File: config.mk
export PLATFORM = sky130hd
export DESIGN_NAME = multicycle_control
export DESIGN_NICKNAME = d
export VERILOG_FILES = /design/src/rtl/multicycle_control.sv
export SDC_FILE = /design/constraint.sdc
export NUM_CORES = 1
export LEC_CHECK = 0
export BUFFER_PORTS_ARGS = -buffer_cell sky130_fd_sc_hd__buf_2
export CORE_AREA = 2 2 39 41
export DETAILED_ROUTE_END_ITERATION = 10
export DIE_AREA = 0 0 41 43
export GPL_ROUTABILITY_DRIVEN = 0
export PLACE_DENSITY = 0.78
export SKIP_CTS_REPAIR_TIMING = 1
export SYNTH_ARGS = -nofsm -noshare
export SYNTH_HDL_FRONTEND = slang
export SYNTH_SLANG_ARGS = --single-unit
export TNS_END_PERCENT = 5
File: constraint.sdc
create_clock -name clk -period 2.2 [get_ports clk]
set_input_delay 0.11 -clock clk [delete_from_list [all_inputs] [get_ports clk]]
set_output_delay 0.11 -clock clk [all_outputs]
set_load 0.05 [all_outputs]
File: src/rtl/multicycle_control.sv
// Main control FSM of the multicycle datapath.
// Each instruction is sequenced through fetch, decode, execute, memory and
// writeback steps. All datapath enables and mux selects are decoded from the
// current state. The memory states additionally look at mem_ready.
module multicycle_control #(
  parameter int OpWidth    = 6,
  parameter int StateWidth = 4
) (
  input  logic                  clk,
  input  logic                  rst,
  input  logic [OpWidth-1:0]    opcode,
  input  logic                  mem_ready,
  output logic                  i_or_d,
  output logic                  mem_write,
  output logic                  ir_write,
  output logic                  reg_dst,
  output logic                  mem_to_reg,
  output logic                  reg_write,
  output logic                  alu_src_a,
  output logic [1:0]            alu_src_b,
  output logic [1:0]            alu_op,
  output logic                  branch,
  output logic                  pc_write,
  output logic [1:0]            pc_src,
  output logic                  illegal_op,
  output logic [StateWidth-1:0] state
);

  typedef enum logic [StateWidth-1:0] {
    S_FETCH     = StateWidth'(0),
    S_DECODE    = StateWidth'(1),
    S_MEM_ADDR  = StateWidth'(2),
    S_MEM_READ  = StateWidth'(3),
    S_MEM_WB    = StateWidth'(4),
    S_MEM_WRITE = StateWidth'(5),
    S_EXECUTE   = StateWidth'(6),
    S_ALU_WB    = StateWidth'(7),
    S_BRANCH    = StateWidth'(8),
    S_ADDI_EXEC = StateWidth'(9),
    S_ADDI_WB   = StateWidth'(10),
    S_JUMP      = StateWidth'(11)
  } state_t;

  localparam logic [OpWidth-1:0] OP_LW   = OpWidth'(6'b100011);
  localparam logic [OpWidth-1:0] OP_SW   = OpWidth'(6'b101011);
  localparam logic [OpWidth-1:0] OP_RTYP = OpWidth'(6'b000000);
  localparam logic [OpWidth-1:0] OP_BEQ  = OpWidth'(6'b000100);
  localparam logic [OpWidth-1:0] OP_ADDI = OpWidth'(6'b001000);
  localparam logic [OpWidth-1:0] OP_J    = OpWidth'(6'b000010);

  state_t state_q;
  state_t state_d;

  // State register with synchronous reset back to FETCH.
  always_ff @(posedge clk) begin
    // NOTE: sequential state is always assigned with <= so every flop samples
    // the pre-edge value of its inputs, independent of block ordering.
    if (rst) state_q <= S_FETCH;
    else     state_q <= state_d;
  end

  // Next-state logic: opcode is only consulted in DECODE and MEM_ADDR.
  always_comb begin
    // NOTE: the default assignment first guarantees no latch is inferred for
    // paths that do not assign state_d (including the unused codes 12-15).
    state_d = S_FETCH;
    unique case (state_q)
      S_FETCH:     state_d = mem_ready ? S_DECODE : S_FETCH;
      S_DECODE: begin
        if (opcode == OP_LW || opcode == OP_SW) state_d = S_MEM_ADDR;
        else if (opcode == OP_RTYP)             state_d = S_EXECUTE;
        else if (opcode == OP_BEQ)              state_d = S_BRANCH;
        else if (opcode == OP_ADDI)             state_d = S_ADDI_EXEC;
        else if (opcode == OP_J)                state_d = S_JUMP;
        else                                    state_d = S_FETCH;
      end
      S_MEM_ADDR:  state_d = (opcode == OP_SW) ? S_MEM_WRITE : S_MEM_READ;
      S_MEM_READ:  state_d = mem_ready ? S_MEM_WB : S_MEM_READ;
      S_MEM_WB:    state_d = S_FETCH;
      S_MEM_WRITE: state_d = mem_ready ? S_FETCH : S_MEM_WRITE;
      S_EXECUTE:   state_d = S_ALU_WB;
      S_ALU_WB:    state_d = S_FETCH;
      S_BRANCH:    state_d = S_FETCH;
      S_ADDI_EXEC: state_d = S_ADDI_WB;
      S_ADDI_WB:   state_d = S_FETCH;
      S_JUMP:      state_d = S_FETCH;
      default:     state_d = S_FETCH;
    endcase
  end

  // Output decode: idle values first, then per-state overrides.
  always_comb begin
    i_or_d     = 1'b0;
    mem_write  = 1'b0;
    ir_write   = 1'b0;
    reg_dst    = 1'b0;
    mem_to_reg = 1'b0;
    reg_write  = 1'b0;
    alu_src_a  = 1'b0;
    alu_src_b  = 2'b01;
    alu_op     = 2'b00;
    branch     = 1'b0;
    pc_write   = 1'b0;
    pc_src     = 2'b00;
    illegal_op = 1'b0;
    unique case (state_q)
      S_FETCH: begin
        ir_write = mem_ready;
        pc_write = mem_ready;
      end
      S_DECODE: begin
        // Branch target is precomputed here: PC + (imm << 2).
        alu_src_b  = 2'b11;
        illegal_op = !(opcode == OP_LW   || opcode == OP_SW  ||
                       opcode == OP_RTYP || opcode == OP_BEQ ||
                       opcode == OP_ADDI || opcode == OP_J);
      end
      S_MEM_ADDR: begin
        alu_src_a = 1'b1;
        alu_src_b = 2'b10;
      end
      S_MEM_READ:  i_or_d = 1'b1;
      S_MEM_WB: begin
        mem_to_reg = 1'b1;
        reg_write  = 1'b1;
      end
      S_MEM_WRITE: begin
        i_or_d    = 1'b1;
        mem_write = 1'b1;
      end
      S_EXECUTE: begin
        alu_src_a = 1'b1;
        alu_src_b = 2'b00;
        alu_op    = 2'b10;
      end
      S_ALU_WB: begin
        reg_dst   = 1'b1;
        reg_write = 1'b1;
      end
      S_BRANCH: begin
        alu_src_a = 1'b1;
        alu_src_b = 2'b00;
        alu_op    = 2'b01;
        branch    = 1'b1;
        pc_src    = 2'b01;
      end
      S_ADDI_EXEC: begin
        alu_src_a = 1'b1;
        alu_src_b = 2'b10;
      end
      S_ADDI_WB:   reg_write = 1'b1;
      S_JUMP: begin
        pc_write = 1'b1;
        pc_src   = 2'b10;
      end
      default: ;
    endcase
  end

  assign state = state_q;

  // Structural invariants of the control word.
  a_one_writer: assert property (@(posedge clk) disable iff (rst)
    !(reg_write && mem_write));
  a_pc_excl: assert property (@(posedge clk) disable iff (rst)
    !(pc_write && branch));
  a_ir_fetch: assert property (@(posedge clk) disable iff (rst)
    ir_write |-> (state_q == S_FETCH));

endmodule

* Word-level counts from Yosys, hierarchy flattened *
Cells that the tools add are included.

storage, ports and cells
  bits in registers = 4
  bits in latches = 0
  RAM bits = 0
  memory bits (read-only) = 0
  bits of input ports = 9
  output and inout port bits = 20
  logic and storage cells = 53
  memories = 0

operators by class
  add/sub/neg operators = 0
  $mul = 0
  div/mod/pow operators = 0
  order comparisons = 0
  equality and inequality tests = 16
  shift-type cells = 0
  mux-type cells = 23
  bitwise logic cells = 0
  reduce and logical (&&, ||, !) cells = 13

operators with widths
  kind                number
  $pmux 4 s7          1
  $mux 4              5
  $eq 4x3->1 const B  4
  $eq 4x4->1 const B  4
  $eq 6x6->1 const B  2
  $mux 1              10
  $mux 3              3
  $eq 4x2->1 const B  2
  $pmux 2 s2          2
  $eq 6x2->1 const B  1
  $eq 6x3->1 const B  1
  $eq 6x4->1 const B  1
  $logic_not 6->1     1
  $pmux 2 s3          1
  $reduce_or 2->1     3
  $logic_or 1x1->1    5
  $eq 4x1->1 const B  1
  $logic_not 4->1     1
  $reduce_or 4->1     1
  $reduce_or 3->1     1
  $pmux 1 s2          1
  $logic_not 1->1     1

* Longest topological paths before layout *
Gate-level depths: netlist of run 1.

  word-level depth = 8
  mapped depth = 5
  depth with buffers taken out = 4

* Worst setup path after synthesis of run 1 *
No wires, ideal clock.

  path type = reg-to-output
  start = register state_q[3] (netlist: state[3])
  end = output port alu_op[0]
  arrival = 2.428 ns
  data required time = 2.090 ns
  slack = -0.338 ns
  stages on the path, launching flop included = 4
  buffers on the path = 1
  cells stage by stage = dfxtp_1 -> nand2b_1 -> nor3_1 -> buf_4

between the ends
  cells in the longest elaborated chain, start to end = 2
  elaborated cells between the ends (all ways) = 3
  those cells by class = eq/ne (2); mux (1)

RTL lines
  item                                      RTL line  text
  start, declared                           51        state_t state_q;
  start signal, assigned                    59        else state_q <= state_d;
  $eq 4x4->1 or $eq 4x3->1 (tied branches)  106       unique case (state_q)
  $pmux 2 s2 (*)                            106
  end, declared                             21        output logic [1:0] alu_op,

Every way passes the cells marked *; elsewhere a longest branch is shown, timed or not.

* Worst setup path in the final report of run 1 *
  start = register state_q[2] (netlist: state[2])
  end = output port pc_write

between the ends
  cells in the longest elaborated chain, start to end = 2
  elaborated cells between the ends (all ways) = 3
  those cells by class = eq/ne (1); mux (1); reduce/logical (1)

RTL lines
  item                                           RTL line  text
  $eq 4x4->1 or $logic_not 4->1 (tied branches)  106
  $pmux 1 s2 (*)                                 106
  end, declared                                  23        output logic pc_write,

Marked as above.

==> PnR_summary.wiki, run 1 <==
{| class="wikitable"
! Metric !! Value
|-
| Outcome || finished clean
|-
| Cells taking the most area after synthesis || sky130_fd_sc_hd__dfxtp_1 (17%), sky130_fd_sc_hd__nor2_1 (6.3%), sky130_fd_sc_hd__nand2b_1 (5.3%), sky130_fd_sc_hd__nand2_1 (4.7%), sky130_fd_sc_hd__a21oi_1 (4.2%)
|-
| Maximum resistive drop on vdd || 0.252 mV
|-
| Unrepaired setup endpoints after global routing || false
|-
| Detailed-route vias per instance || 5.59
|-
| Number of global-route vias before repair || approximately 490
|-
| Number of cells produced by synthesis || 68
|-
| Final routed wirelength across all metal layers || 1.26 mm
|-
| Number of I/O pins || 29
|-
| Capturing point of the worst reg2reg path || state[0]
|-
| Post-route DRC || 0
|-
| Fill cell total of the finished layout || 150
|-
| Clock Sinks || 4
|-
| Hold path cells || 2
|-
| Data required time at the worst endpoint || 2.09 ns
|-
| Number of non-filler instances in the completed layout || between 100 and 150
|-
| Max frequency || 546 MHz
|-
| TritonCTS Buffers || 3
|-
| Area added between synthesis and finish || 31.4%
|-
| Maximum number of pins on one net before global-route repair || 16
|-
| Crit Reg-Reg Startpoint || state[1]
|-
| Area fraction of the dominant cell type after synthesis || 0.169
|-
| Type of the worst setup path || reg2out
|-
| Area of the mapped netlist || 474 um^2
|-
| Share of flip-flops with an asynchronous set or reset || 0
|-
| Setup violation total in the final timing report || 0
|-
| Final worst clock skew || 0.00335 ns
|-
| Synth Net Count || 77
|-
| Pwr Density || 403 nW/um^2
|-
| Post-synth EDFFs || 0
|-
| PnR Total Power || 0.251 mW
|-
| Area of the core region || 1380 um^2
|-
| Placed insts || 106
|-
| Synth area leader || sky130_fd_sc_hd__dfxtp_1
|-
| Sequential-to-total area share from yosys stat || 0.169
|-
| Setup TNS || 0 ns
|-
| Max-cap check violation count || 0
|-
| Max FFs per register || 4
|-
| Die footprint || around 1800 um^2
|-
| Clock period minus final worst setup slack || 1.83 ns
|-
| Most frequent cell after synthesis || sky130_fd_sc_hd__nor2_1
|-
| Number of inserted diodes || 0
|-
| Horizontal die dimension || around 41 um
|-
| Per-instance average area after synthesis || 6.97 um^2
|-
| Port buffer count || 28
|-
| Slack of the worst reg-to-reg path || 0.75 ns
|-
| Number of levels the H-tree was split into || 1
|-
| CP startpoint kind || flop
|-
| Type of element capturing the critical path || output pin
|-
| Number of endpoints with negative hold slack in the final report || 0
|-
| Maximum fanout along the worst path || 15
|-
| Sum of net half-perimeters after detailed placement || 967 um
|-
| Clock Root Buffer || sky130_fd_sc_hd__clkbuf_4
|-
| Residual antenna-violating net count after detailed routing || 0
|-
| Post-synthesis register bit count || 4
|-
| Top_reg_cell synth || sky130_fd_sc_hd__dfxtp_1
|-
| Total global routing overflow || 0
|-
| CTS tree || yes
|-
| R2r worst-path depth || 4
|-
| Standard-cell rows || 14
|-
| Count of yosys warnings during synthesis || 0
|-
| Max-slew headroom at the worst pin || 0.693
|-
| Buffer depth of the longest clock path || 2
|-
| Most frequent cells after synthesis || sky130_fd_sc_hd__nor2_1 (8), sky130_fd_sc_hd__nand2_1 (6), sky130_fd_sc_hd__a21oi_1 (4), sky130_fd_sc_hd__dfxtp_1 (4), sky130_fd_sc_hd__nand2b_1 (4)
|-
| Worst Hold Endpoint || state[1]
|-
| Post-DR wirelength/cell || 11.6 um
|-
| Actual slew at the worst max-slew pin || 0.460 ns
|-
| Cell leakage power || 0.325 nW
|-
| Ratio of cells with drive above 1 in the final layout || 0.398
|-
| Fin. max-slew vios || 0
|-
| Hold crit path type || in2reg
|-
| Total via count in the routed design || 609
|-
| Detailed-routing iteration count for the pre-antenna-repair pass || 4
|-
| Wire length of the first global-routing pass || 1.94 mm
|-
| Data arrival at the endpoint of the critical path || 1.72 ns
|-
| Layout net count || 104
|-
| Effective utilization at floorplan || 0.343
|-
| Height of the die || 43 um
|-
| Antenna violations before repair || 0
|-
| Overall routing resource usage || 0.150
|-
| Clock latency on the worst-skew pair || 0.23 ns
|-
| Start point of the worst min-delay path || rst
|-
| CTS clk-pin slew, worst paths || around 0.040 ns
|-
| Ratio of final minimum period to clock period || 0.832
|-
| Netlist cell types || 35
|-
| Iteration-0 DRC Markers || 11
|}
[cells in the final DEF, fill, tap and decap left out, types with 2 or more instances in the layout]
master | synthesis | layout
sky130_fd_sc_hd__a211oi_1 | 2 | 2
sky130_fd_sc_hd__a21oi_1 | 4 | 4
sky130_fd_sc_hd__buf_2 | 1 | 28
sky130_fd_sc_hd__clkbuf_4 | 0 | 3
sky130_fd_sc_hd__dfxtp_1 | 4 | 4
sky130_fd_sc_hd__inv_1 | 3 | 3
sky130_fd_sc_hd__nand2_1 | 6 | 6
sky130_fd_sc_hd__nand2b_1 | 4 | 4
sky130_fd_sc_hd__nand3_1 | 3 | 3
sky130_fd_sc_hd__nor2_1 | 8 | 8
sky130_fd_sc_hd__nor3_1 | 3 | 2
sky130_fd_sc_hd__o211ai_1 | 2 | 2
sky130_fd_sc_hd__o21ai_0 | 3 | 3
sky130_fd_sc_hd__xor2_1 | 2 | 2
[cells by family (layout without fill, tap and decap cells)]
kind of cell | after synthesis | in the layout | share of synthesized area
AND/OR/NAND/NOR | 33 | 33 | 0.375
AO/OA/AOI/OAI | 20 | 20 | 0.314
XOR/XNOR | 2 | 2 | 0.0369
buffers and inverters | 9 | 34 | 0.106
flip-flops | 4 | 4 | 0.169
[metrics by stage]
stage / util / hold slack [ns] / setup WS, ns / cell area, um^2
floorplan: - / 0.183 / -0.163 / 479
global placement: 0.434 / 0.314 / 0.636 / 601
detailed placement: 0.434 / 0.317 / 0.619 / 601
CTS: 0.450 / 0.0688 / 0.361 / 623
global route: 0.450 / 0.0772 / 0.251 / 623
finish: 0.450 / 0.0742 / 0.369 / 623
[critical path, cell delays in order (launching register included)]
cell	delay, ns
sky130_fd_sc_hd__dfxtp_1	0.44
sky130_fd_sc_hd__or4_1	0.55
sky130_fd_sc_hd__nor2_1	0.13
sky130_fd_sc_hd__or2_2	0.12
sky130_fd_sc_hd__buf_2	0.24
[layer usage]
metal	up-vias	track usage	part of all wire
li1	305	-	-
met1	271	0.199	0.46
met2	33	0.238	0.45
met3	0	0.0314	0.089
met4	0	0.0400	0
met5	-	0	0
[where the power goes]
| group | internal, mW | switching (mW) | leakage [nW] |
|---|---|---|---|
| clock network | 0.0610 | 0.0294 | 0.0138 |
| registers | 0.0747 | 0.00498 | 0.0325 |
| logic | 0.0233 | 0.0578 | 0.279 |
| total | 0.159 | 0.0922 | 0.325 |
[final cells by class]
type | instances | area, um^2 | area share
Tap cell | 16 | 20.0 | 0.0321
Multi-Input combinational cell | 55 | 349 | 0.560
Timing Repair Buffer | 28 | 140 | 0.225
Clock buffer | 3 | 22.5 | 0.0361
Inverter | 3 | 11.3 | 0.0181
Sequential cell | 4 | 80.1 | 0.129
[how the worst max path moves through the flow]
stage	from	end	slack (ns)	cells after the start
final	state[2]	pc_write	0.37	4
after global routing	state[2]	pc_write	0.25	4
after CTS	state[2]	pc_write	0.36	4
after detailed placement	state[2]	pc_write	0.62	4
after global placement	opcode[5]	illegal_op	0.64	5
after floorplan	state[0]	pc_write	-0.16	4
Note: power is estimated with default switching activity, not from simulation.
==> run 2: changes to the inputs <==
Settings changed: PLACE_DENSITY 0.78 to 0.81.
Clock period 2.2 ns to 1.64 ns, I/O delays scaled along.
==> PnR_summary.wiki, run 2 (synthesis gave the netlist of run 1 again) <==
{| class="wikitable"
! Metric !! Value
|-
| Type of element capturing the critical path || output pin
|-
| Overall routing resource usage || 0.176
|-
| Number of I/O pins || 29
|-
| Number of non-filler instances in the completed layout || 115
|-
| Fraction of the core area covered by cells at the end of the flow || 0.571
|-
| Unrepaired setup endpoints after global routing || false
|-
| Max-slew headroom at the worst pin || 0.667
|-
| Setup violation total in the final timing report || 0
|-
| Residual antenna-violating net count after detailed routing || 0
|-
| Most frequent standard cell in the layout excluding fill and tap cells || sky130_fd_sc_hd__buf_2
|-
| Clock period minus final worst setup slack || 1.58 ns
|-
| Pwr Density || 478 nW/um^2
|-
| Detailed-route vias per instance || ~5.5
|-
| Fin. max-slew vios || 0
|-
| Actual slew at the worst max-slew pin || 0.487 ns
|-
| Type of the worst setup path || reg2out
|-
| Die footprint || 1760 um^2
|-
| Clock latency on the worst-skew pair || 0.24 ns
|-
| Horizontal die dimension || 41 um
|-
| Effective utilization at floorplan || 0.343
|-
| Sum of net half-perimeters after detailed placement || between 1 and 1.5 mm
|-
| Post-DR wirelength/cell || 11.9 um
|-
| Standard-cell rows || 14
|-
| Data required time at the worst endpoint || 1.56 ns
|-
| Wire length of the first global-routing pass || 2.18 mm
|-
| Ratio of cells with drive above 1 in the final layout || 0.606
|-
| Placed insts || roughly 110
|-
| Data arrival at the endpoint of the critical path || ~1.5 ns
|-
| Series of cell instances along the critical path || or4_4 > nor2_4 > buf_2
|-
| Worst Setup SP || state[0]
|-
| Outcome || finished clean
|-
| Post-route DRC || 0
|-
| Total via count in the routed design || ~640
|-
| Max FFs per register || 4
|-
| Layout net count || 109
|-
| Number of levels the H-tree was split into || 1
|-
| Maximum fanout along the worst path || 12
|-
| Area of the core region || between 1000 and 1500 um^2
|-
| Number of inserted diodes || 0
|-
| Number of global-route vias before repair || 557
|-
| Iteration-0 DRC Markers || 7
|-
| CTS tree || yes
|-
| Antenna violations before repair || 0
|-
| Maximum resistive drop on vdd || 0.320 mV
|-
| Fill cell total of the finished layout || between 100 and 150
|-
| Height of the die || 43 um
|-
| Buffer depth of the longest clock path || 2
|-
| Clock Sinks || 4
|-
| Slowest cell on the critical path || sky130_fd_sc_hd__or4_4
|-
| TritonCTS Buffers || 3
|-
| Detailed-routing iteration count for the pre-antenna-repair pass || 4
|-
| Port buffer count || 28
|-
| Crit Reg-Reg Startpoint || state[1]
|-
| Maximum number of pins on one net before global-route repair || 14
|-
| CTS clk-pin slew, worst paths || roughly 0.040 ns
|-
| Final worst clock skew || 0.0109 ns
|-
| Start point of the worst min-delay path || rst
|-
| Max-cap check violation count || 0
|-
| CP startpoint kind || flop
|-
| Critical path's largest stage delay || around 0.5 ns
|-
| Final routed wirelength across all metal layers || 1.37 mm
|-
| Most used cells in the layout excluding fill and tap cells || sky130_fd_sc_hd__buf_2 (25), sky130_fd_sc_hd__nor2_4 (5), sky130_fd_sc_hd__nand2_1 (5), sky130_fd_sc_hd__clkbuf_4 (5), sky130_fd_sc_hd__buf_4 (5)
|-
| Ratio of final minimum period to clock period || 0.965
|-
| Max frequency || between 600 and 700 MHz
|-
| Clock Root Buffer || sky130_fd_sc_hd__clkbuf_4
|-
| Total global routing overflow || 0
|-
| Hold crit path type || in2reg
|-
| Number of endpoints with negative hold slack in the final report || 0
|-
| Area added between synthesis and finish || 66.5%
|-
| Cell leakage power || 0.347 nW
|}
[run 2: cell count changes in the layout (fill, tap and decap cells not counted), moves of 2 or more]
cell and change:
sky130_fd_sc_hd__clkbuf_4 +2, sky130_fd_sc_hd__nor2_1 -5, sky130_fd_sc_hd__nand2b_1 -2, sky130_fd_sc_hd__buf_4 +5, sky130_fd_sc_hd__nor3_4 +2, sky130_fd_sc_hd__dfxtp_1 -4
sky130_fd_sc_hd__dfxtp_2 +3, sky130_fd_sc_hd__nor2_4 +5, sky130_fd_sc_hd__buf_2 -3, sky130_fd_sc_hd__nand2b_2 +2
[run 2: path summary, 6_finish.rpt]
check	to	slack [ns]	cells past startpoint
min	state[1]	0.04	2
max reg2reg	state[3]	0.20	3
max	ir_write	0.06	3
min reg2reg	state[0]	0.64	4
[run 2: layer usage]
| layer | GRT usage | share of wire | vias to the layer above |
|---|---|---|---|
| met5 | 0 | 0 | - |
| met4 | 0.0933 | 0.0044 | 0 |
| met3 | 0.0314 | 0.075 | 2 |
| met2 | 0.288 | 0.49 | 34 |
| met1 | 0.202 | 0.43 | 285 |
| li1 | - | - | 315 |
[run 2: stage by stage]
| stage | worst slack (ns) | cell area (um^2) | TNS, ns | hold WS [ns] | total power, mW |
|---|---|---|---|---|---|
| detailed placement | 0.115 | 743 | 0 | 0.282 | 0.236 |
| finish | 0.0581 | 790 | 0 | 0.0449 | 0.377 |
| CTS | -0.0774 | 769 | -0.0774 | 0.0376 | 0.377 |
| floorplan | -0.0643 | 591 | -0.0871 | 0.147 | 0.199 |
| global placement | 0.133 | 743 | 0 | 0.286 | 0.234 |
| global route | 0.000802 | 790 | 0 | 0.0560 | 0.396 |
[run 2: power breakdown]
part	switching [mW]	total (mW)	internal [mW]
Sequential	0.00874	0.109	0.0999
Combinational	0.0849	0.132	0.0472
Clock	0.0452	0.137	0.0916
[run 2: critical path, delay by kind of cell (launching register included)]
family | cells | cell delay (ns)
and+or+nand+nor | 2 | 0.60
DFF | 1 | 0.39
buffers and inverters | 1 | 0.26
[run 2: final cells by class]
class	count	area [um^2]	area share
Multi-Input combinational cell	55	448	0.567
Clock buffer	4	26.3	0.0333
Sequential cell	4	87.6	0.111
Inverter	3	15.0	0.0190
Timing Repair Buffer	33	193	0.244
Tap cell	16	20.0	0.0254
==> run 3: changes to the inputs <==
Settings changed: CTS_CLUSTER_SIZE set to 10, PLACE_DENSITY 0.81 to 0.78.
Clock period 1.64 ns to 1.6 ns, I/O delays scaled along.
==> PnR_summary.wiki, run 3 (synthesis gave the netlist of run 1 again) <==
{| class="wikitable"
! Metric !! Value
|-
| Maximum number of pins on one net before global-route repair || 13
|-
| Most frequent standard cell in the layout excluding fill and tap cells || sky130_fd_sc_hd__buf_2
|-
| Antenna violations before repair || 0
|-
| Max-cap check violation count || 0
|-
| Post-route DRC || 0
|-
| Buffer depth of the longest clock path || 2
|-
| CP startpoint kind || flop
|-
| Effective utilization at floorplan || 0.343
|-
| Standard-cell rows || 14
|-
| Data arrival at the endpoint of the critical path || 1.50 ns
|-
| Die footprint || about 1800 um^2
|-
| Overall routing resource usage || 0.161
|-
| Horizontal die dimension || slightly above 40 um
|-
| Final critical-path setup slack || about 0.025 ns
|-
| Setup TNS || 0 ns
|-
| Clock Sinks || 4
|-
| Post-DR wirelength/cell || 12.5 um
|-
| Type of the worst setup path || reg2out
|-
| Number of inserted diodes || 0
|-
| Ratio of cells with drive above 1 in the final layout || 0.622
|-
| Outcome || finished clean
|-
| Sum of net half-perimeters after detailed placement || around 1.1 mm
|-
| Clock Root Buffer || sky130_fd_sc_hd__clkbuf_4
|-
| Iteration-0 DRC Markers || 10
|-
| Detailed-routing iteration count for the pre-antenna-repair pass || 4
|-
| Most used cells in the layout excluding fill and tap cells || sky130_fd_sc_hd__buf_2 (23), sky130_fd_sc_hd__clkbuf_4 (7), sky130_fd_sc_hd__nor2_4 (5), sky130_fd_sc_hd__nand2_1 (5), sky130_fd_sc_hd__buf_4 (4)
|-
| Number of global-route vias before repair || 502
|-
| Ratio of final minimum period to clock period || 0.985
|-
| Hold crit path type || in2reg
|-
| Area occupied by multi-input gates || between 400 and 500 um^2
|-
| Layout net count || 108
|-
| Maximum fanout along the worst path || 12
|-
| CTS tree || yes
|-
| Clock period minus final worst setup slack || 1.58 ns
|-
| Final routed wirelength across all metal layers || 1.42 mm
|-
| Number of I/O pins || 29
|-
| DP Worst Slack || 0.0906 ns
|-
| Height of the die || 43 um
|-
| Detailed-route vias per instance || about 5.5
|-
| TritonCTS Buffers || 3
|-
| Port buffer count || 28
|-
| Data required time at the worst endpoint || 1.52 ns
|-
| Cell leakage power || 0.341 nW
|-
| Max-slew headroom at the worst pin || 0.750
|-
| Placed standard-cell area || ~740 um^2
|-
| Number of endpoints with negative hold slack in the final report || 0
|-
| Setup violation total in the final timing report || 0
|-
| Type of element capturing the critical path || output pin
|-
| Sequential Area || 90.1 um^2
|-
| Pwr Density || 491 nW/um^2
|-
| Wire length of the first global-routing pass || 2.04 mm
|-
| Total via count in the routed design || between 600 and 700
|-
| Area added between synthesis and finish || 66.5%
|-
| Max FFs per register || 4
|-
| Final worst clock skew || 0.00359 ns
|-
| CTS clk-pin slew, worst paths || ~0.04 ns
|-
| Unrepaired setup endpoints after global routing || true
|-
| Total global routing overflow || 0
|-
| Clock latency on the worst-skew pair || 0.24 ns
|-
| Post-route standard cell area excluding fillers || roughly 790 um^2
|-
| Actual slew at the worst max-slew pin || roughly 0.37 ns
|-
| Fill cell total of the finished layout || 131
|-
| Number of levels the H-tree was split into || 1
|-
| Fin. max-slew vios || 0
|-
| Max frequency || 635 MHz
|-
| Maximum resistive drop on vdd || 0.214 mV
|-
| Residual antenna-violating net count after detailed routing || 0
|-
| Area of the core region || 1380 um^2
|}
run 3: path summary, 6_finish.rpt:
path | from | endpoint | slack [ns] | depth (start not counted)
min | rst | state[1] | 0.03 | 2
max reg2reg | state[1] | state[2] | 0.26 | 4
min reg2reg | state[3] | state[0] | 0.58 | 3
max | state[0] | pc_write | 0.02 | 4
run 3: power by group:
group	leakage (nW)	switching, mW	internal, mW	total [mW]
clock network	0.0150	0.0470	0.0940	0.141
registers	0.0349	0.00912	0.101	0.110
logic	0.291	0.0883	0.0482	0.136
run 3: per-stage QoR:
step	hold WS [ns]	util	power, mW	instances
final	0.0330	0.571	0.387	114
after global routing	0.0249	0.571	0.410	114
after CTS	0.0245	0.551	0.383	114
after detailed placement	0.273	0.532	0.241	110
after global placement	0.274	0.532	0.239	110
after floorplan	0.145	-	0.204	68
run 3: area by class of cell:
| type | instances | area share |
|---|---|---|
| flip-flops and latches | 4 | 0.114 |
| multi-input cells | 55 | 0.567 |
| well taps | 16 | 0.0254 |
| repair buffers | 32 | 0.241 |
| clock buffers | 4 | 0.0333 |
| inverters | 3 | 0.0190 |
run 3: metal layers:
layer  vias up  part of all wire  GRT usage
met5         -                 0          0
li1        313                 -          -
met1       284              0.44      0.217
met2        27              0.50      0.253
met3         0             0.060     0.0157
met4         0                 0     0.0600
run 3: critical path, stage by stage, from the launching register on:
cell and delay, ns:
sky130_fd_sc_hd__dfxtp_4 0.39, sky130_fd_sc_hd__or4_4 0.50, sky130_fd_sc_hd__nor2_4 0.10, sky130_fd_sc_hd__or2_4 0.12, sky130_fd_sc_hd__buf_8 0.13
